==> src/rtl/regfile_port_ctrl.sv <==
// Write-port arbiter, SR2 read-port sharer and clear-all sequencer for the 8x16 register file.
// Core normally wins writes; a starved host write is forced through after STARVE_MAX losses.
module regfile_port_ctrl #(
  parameter int unsigned STARVE_MAX = 4
) (
  input  logic        Clk,
  input  logic        Reset_n,
  input  logic        core_wr_valid,
  input  logic [2:0]  core_wr_idx,
  input  logic [15:0] core_wr_data,
  output logic        core_wr_ready,
  input  logic        host_wr_valid,
  input  logic [2:0]  host_wr_idx,
  input  logic [15:0] host_wr_data,
  output logic        host_wr_ready,
  input  logic        core_sr2_use,
  input  logic [2:0]  core_sr2_idx,
  input  logic        host_rd_valid,
  input  logic [2:0]  host_rd_idx,
  output logic        host_rd_ready,
  output logic [15:0] host_rd_data,
  output logic        host_rd_data_valid,
  input  logic        clr_start,
  output logic        clr_busy,
  output logic        clr_done,
  output logic [2:0]  rf_DR,
  output logic [15:0] rf_Q,
  output logic        rf_load,
  output logic [2:0]  rf_SR2,
  input  logic [15:0] rf_SR2_OUT
);

  // state | meaning
  // IDLE  | normal write arbitration and host reads
  // CLEAR | writing zero to R0..R7, one register per cycle
  // DONE  | single cycle after the last clear write, clr_done high
  typedef enum logic [1:0] {IDLE, CLEAR, DONE} state_t;

  localparam logic [3:0] WAIT_MAX = 4'(STARVE_MAX);

  state_t      state_q, state_d;
  logic [3:0]  host_wait_q, host_wait_d;
  logic [2:0]  clr_cnt_q, clr_cnt_d;
  logic        rf_load_q, rf_load_d;
  logic [2:0]  rf_dr_q, rf_dr_d;
  logic [15:0] rf_wdata_q, rf_wdata_d;
  logic [15:0] rd_data_q, rd_data_d;
  logic        rd_valid_q, rd_valid_d;
  logic        host_win, core_win;

  always_comb begin
    state_d       = state_q;
    host_wait_d   = host_wait_q;
    clr_cnt_d     = clr_cnt_q;
    rf_load_d     = 1'b0;
    rf_dr_d       = rf_dr_q;
    rf_wdata_d    = rf_wdata_q;
    host_win      = 1'b0;
    core_win      = 1'b0;
    host_rd_ready = 1'b0;

    case (state_q)
      IDLE: begin
        if (!clr_start) begin
          host_win      = host_wr_valid && (!core_wr_valid || host_wait_q == WAIT_MAX);
          core_win      = core_wr_valid && !host_win;
          host_rd_ready = host_rd_valid && !core_sr2_use;
        end
        if (!host_wr_valid || host_win) begin
          host_wait_d = 4'd0;
        end else if (host_wait_q != WAIT_MAX) begin
          host_wait_d = host_wait_q + 4'd1;
        end
        // The first clear write is launched here so it lands in the first CLEAR cycle.
        if (clr_start) begin
          state_d    = CLEAR;
          clr_cnt_d  = 3'd0;
          rf_load_d  = 1'b1;
          rf_dr_d    = 3'd0;
          rf_wdata_d = 16'd0;
        end else if (host_win) begin
          rf_load_d  = 1'b1;
          rf_dr_d    = host_wr_idx;
          rf_wdata_d = host_wr_data;
        end else if (core_win) begin
          rf_load_d  = 1'b1;
          rf_dr_d    = core_wr_idx;
          rf_wdata_d = core_wr_data;
        end
      end
      CLEAR: begin
        if (clr_cnt_q == 3'd7) begin
          state_d = DONE;
        end else begin
          clr_cnt_d  = clr_cnt_q + 3'd1;
          rf_load_d  = 1'b1;
          rf_dr_d    = clr_cnt_q + 3'd1;
          rf_wdata_d = 16'd0;
        end
      end
      DONE: begin
        state_d   = IDLE;
        clr_cnt_d = 3'd0;
      end
      default: state_d = IDLE;
    endcase

    rd_valid_d = host_rd_ready;
    rd_data_d  = host_rd_ready ? rf_SR2_OUT : rd_data_q;
  end

  always_ff @(posedge Clk or negedge Reset_n) begin
    if (!Reset_n) begin
      state_q     <= IDLE;
      host_wait_q <= 4'd0;
      clr_cnt_q   <= 3'd0;
      rf_load_q   <= 1'b0;
      rf_dr_q     <= 3'd0;
      rf_wdata_q  <= 16'd0;
      rd_data_q   <= 16'd0;
      rd_valid_q  <= 1'b0;
    end else begin
      state_q     <= state_d;
      host_wait_q <= host_wait_d;
      clr_cnt_q   <= clr_cnt_d;
      rf_load_q   <= rf_load_d;
      rf_dr_q     <= rf_dr_d;
      rf_wdata_q  <= rf_wdata_d;
      rd_data_q   <= rd_data_d;
      rd_valid_q  <= rd_valid_d;
    end
  end

  assign core_wr_ready      = core_win;
  assign host_wr_ready      = host_win;
  assign rf_SR2             = core_sr2_use ? core_sr2_idx : host_rd_idx;
  assign rf_load            = rf_load_q;
  assign rf_DR              = rf_dr_q;
  assign rf_Q               = rf_wdata_q;
  assign host_rd_data       = rd_data_q;
  assign host_rd_data_valid = rd_valid_q;
  assign clr_busy           = (state_q != IDLE);
  assign clr_done           = (state_q == DONE);

endmodule

==> config.mk <==
export PLATFORM = sky130hd
export DESIGN_NAME = regfile_port_ctrl
export DESIGN_NICKNAME = d
export VERILOG_FILES = /design/src/rtl/regfile_port_ctrl.sv
export SDC_FILE = /design/constraint.sdc
export NUM_CORES = 1
export LEC_CHECK = 0
export ABC_AREA = 1
export CAP_MARGIN = 20
export CORE_MARGIN = 5
export CORE_UTILIZATION = 25
export CTS_CLUSTER_SIZE = 12
export DETAILED_ROUTE_END_ITERATION = 6
export PLACE_DENSITY_LB_ADDON = 0.3
export SETUP_SLACK_MARGIN = 0.5
export SLEW_MARGIN = 20
export SYNTH_ARGS = -nofsm -noshare
export SYNTH_HDL_FRONTEND = slang
export SYNTH_SLANG_ARGS = --single-unit
==> constraint.sdc <==
create_clock -name Clk -period 3.8 [get_ports Clk]
set_input_delay 0.76 -clock Clk [delete_from_list [all_inputs] [get_ports Clk]]
set_output_delay 0.76 -clock Clk [all_outputs]
set_load 0.005 [all_outputs]
==> metrics <==
1st-pass router iterations=4; Synth cell types=25; Die X=108 um; Final Util=40.0%; fin crit share=78.9%; DRC Markers=0; CTS Buf Count=5; via count=2,230; WP depth=5; multiplexer area fraction after synthesis=1.42%; final setup vio count=0; critical path class=in -> out; Critical Path Fanout Max=7; outcome=complete, no violations; GRT Total Usage=12.5%; post-detailed-route wirelength per cell=13.2 um; R2R Path End=rf_Q[14]; leakage=1.81 nW; Core Area=0.00928 mm2; crit path DAT=2240 ps; fmax=334 MHz; Fin. Hold Viols=0; setup TNS=0 ps; Max Buffers Root-to-Sink=2; Synth Area per Inst=8.04 um2; PwrDens=548 mW/mm2; register area share after synthesis=48.3%; vias per cell=4.14; # nets final=479; initial antenna violation count=0; n_diodes=0; first-pass GRT wire length=11,400 um; Adder-Cell Fraction of Synth Area=2.10%; Setup Buffers After CTS=0; share of cells above drive strength 1=9.54%; commonest non-fill, non-tap cell in the layout=nand2_1; startpoint types=primary input; # resized after CTS=0; Synth Area in XOR/XNOR=0.736%; pin count of the biggest net entering global routing=47; min cycle time layout=3000 ps; RSZ-0062 raised after global routing=no; relative slew slack=54.3%; Worst Setup SP=host_wr_valid; largest family of logic cells by synthesized area=simple AND/OR/NAND/NOR gates; hold_buf cts=0; Detailed Route Iter0 Violations=107; reg2reg start=state_q[0]; Netlist Area Pre-Place=0.00238 mm2; total grt overflow=0; Yosys warnings=0; Clock Pin Slew Worst Setup and Hold Paths=90 ps; Post-Syn Nets=367; # H-tree levels=2; clk sinks=46; total routed wirelength=7120 um; GP Congestion=0.791; Starting Density=25.6%; CP max stage cell=clkdlybuf4s50_1; port bufs=111; Worst Setup End Kind=output pin; R2R setup slack=2010 ps; Hold Path Class=in -> async; Most Frequent Cell on Critical Path=clkdlybuf4s50_1; number of synthesized register bits=46; Worst Tran Pin Value=685 ps; Maximum Capacitance Violations=0; Die H=108 um; Detail Placement HPWL=5310 um; vias in the first global route=2,226; Boundary Pins=112; Post-Synth Simple-Gate Area=36.8%; CP required=3040 ps; most frequent cells in the layout=nand2_1, clkdlybuf4s50_1, dfrtp_1; buffers and inverters on the worst path=2; peak supply drop=0.228 mV; worst reg-to-reg path cell count=7; delay of the slowest critical-path stage=570 ps; TritonCTS clock tree=done; skew final=4.77 ps; Setup crit end=core_wr_ready; area delta synth->final=56.0%; CTS root buffer=clkbuf_8; cells after synthesis=296; Top Family by Delay on Critical Path=buffers and inverters; die area=0.0116 mm2; worst-skew pair later-pin latency=290 ps; Slew Viols, Final=0; Cell Chain, Critical Path=clkdlybuf4s50_1 -> nand2_1 -> nand3_1 -> nor2_1 -> clkdlybuf4s50_1; number of routed nets with antenna violations=0; Rows=35; post-synthesis compound-gate area fraction=2.52%
## cell usage after synthesis
master    number  area share (%)
nor2_2         1            0.26
nand3_1       22             4.6
buf_12         1            0.84
nand4_1        7             1.8
a21oi_2        3             1.1
inv_1         14             2.2
clkbuf_8       3             1.7
nand2_2        6             1.6
nand3_4        2             1.5
o21ai_0        5             1.1
mux2_2         3             1.4
buf_6          2            0.95
inv_4          2            0.53
nor2_1        16             2.5
nor2_8         1            0.84
xor2_1         2            0.74
buf_4          2            0.63
nor2_4         1            0.47
o21ai_2        1            0.37
inv_2          5            0.79
nand2_4        1            0.47
buf_2          2            0.42
dfrtp_1       46              48
ha_1           4             2.1
nand2_1      144              23
## worst min-delay path by stage
stage / start / end / slack [ps] / cells after the start
finish: Reset_n / host_rd_data[4] / 460 / 1
global route: host_rd_data[9] / host_rd_data[9] / 490 / 2
CTS: host_rd_data[3] / host_rd_data[3] / 480 / 2
detailed placement: host_rd_data[3] / host_rd_data[3] / 460 / 2
global placement: host_rd_data[5] / host_rd_data[5] / 450 / 2
floorplan: Reset_n / clr_cnt_q[0] / 460 / 0
## worst reg2reg max path: stages (launching register included)
cell and delay, ps:
dfrtp_1 470, nor2_4 90, nand2_1 90, inv_2 140, nor2_2 570, buf_4 270
nand2_1 60, nand2_1 50
## state kept, by name, indices dropped and copies added (netlist names)
name,cells
host_rd_data,16
rf_Q,16
host_rd_data_valid,1
rf_DR,3
host_wait_q,4
rf_load,1
clr_cnt_q,3
state_q,2
## kinds of logic (layout without fill, tap and decap cells)
group | after synthesis | after routing
compound gates | 9 | 9
xor+xnor | 2 | 2
fa+ha+maj | 4 | 4
buf+inv | 31 | 144
flops | 46 | 46
mux | 3 | 3
simple gates | 201 | 201
## per-stage QoR
| step | hold slack [ps] | instances | power (mW) | cell area [um2] | worst slack [ps] |
|---|---|---|---|---|---|
| global route | 490 | 538 | 2.20 | 3710 | 720 |
| finish | 457 | 538 | 2.04 | 3710 | 804 |
| global placement | 454 | 530 | 1.59 | 3570 | 832 |
| detailed placement | 458 | 530 | 1.61 | 3570 | 815 |
| floorplan | 464 | 296 | 1.16 | 2380 | 1770 |
| CTS | 480 | 538 | 2.08 | 3710 | 811 |
## layout make-up
class                      instances  area [um2]
sequential                        46        1150
timing repair buffer             115        1140
fill                             983        5570
tap                              129         161
inverter                          21        83.8
clock buffer                       6        82.6
multi-input combinational        219        1040
clock inverter                     2        60.1
## per-layer routing
layer / up-vias / GRT usage (%) / routed length (um)
met2: 85 / 19.6 / 3250
li1: 1138 / - / -
met1: 1003 / 16.4 / 3180
met4: 0 / 3.25 / 39
met5: - / 0 / 0
met3: 4 / 4.20 / 652
## where the power goes
group          switching [mW]  internal (mW)  total, mW
registers              0.0984          0.651      0.749
clock network           0.166          0.281      0.447
logic                   0.396          0.443      0.839
Note: power is estimated with default switching activity, not from simulation.
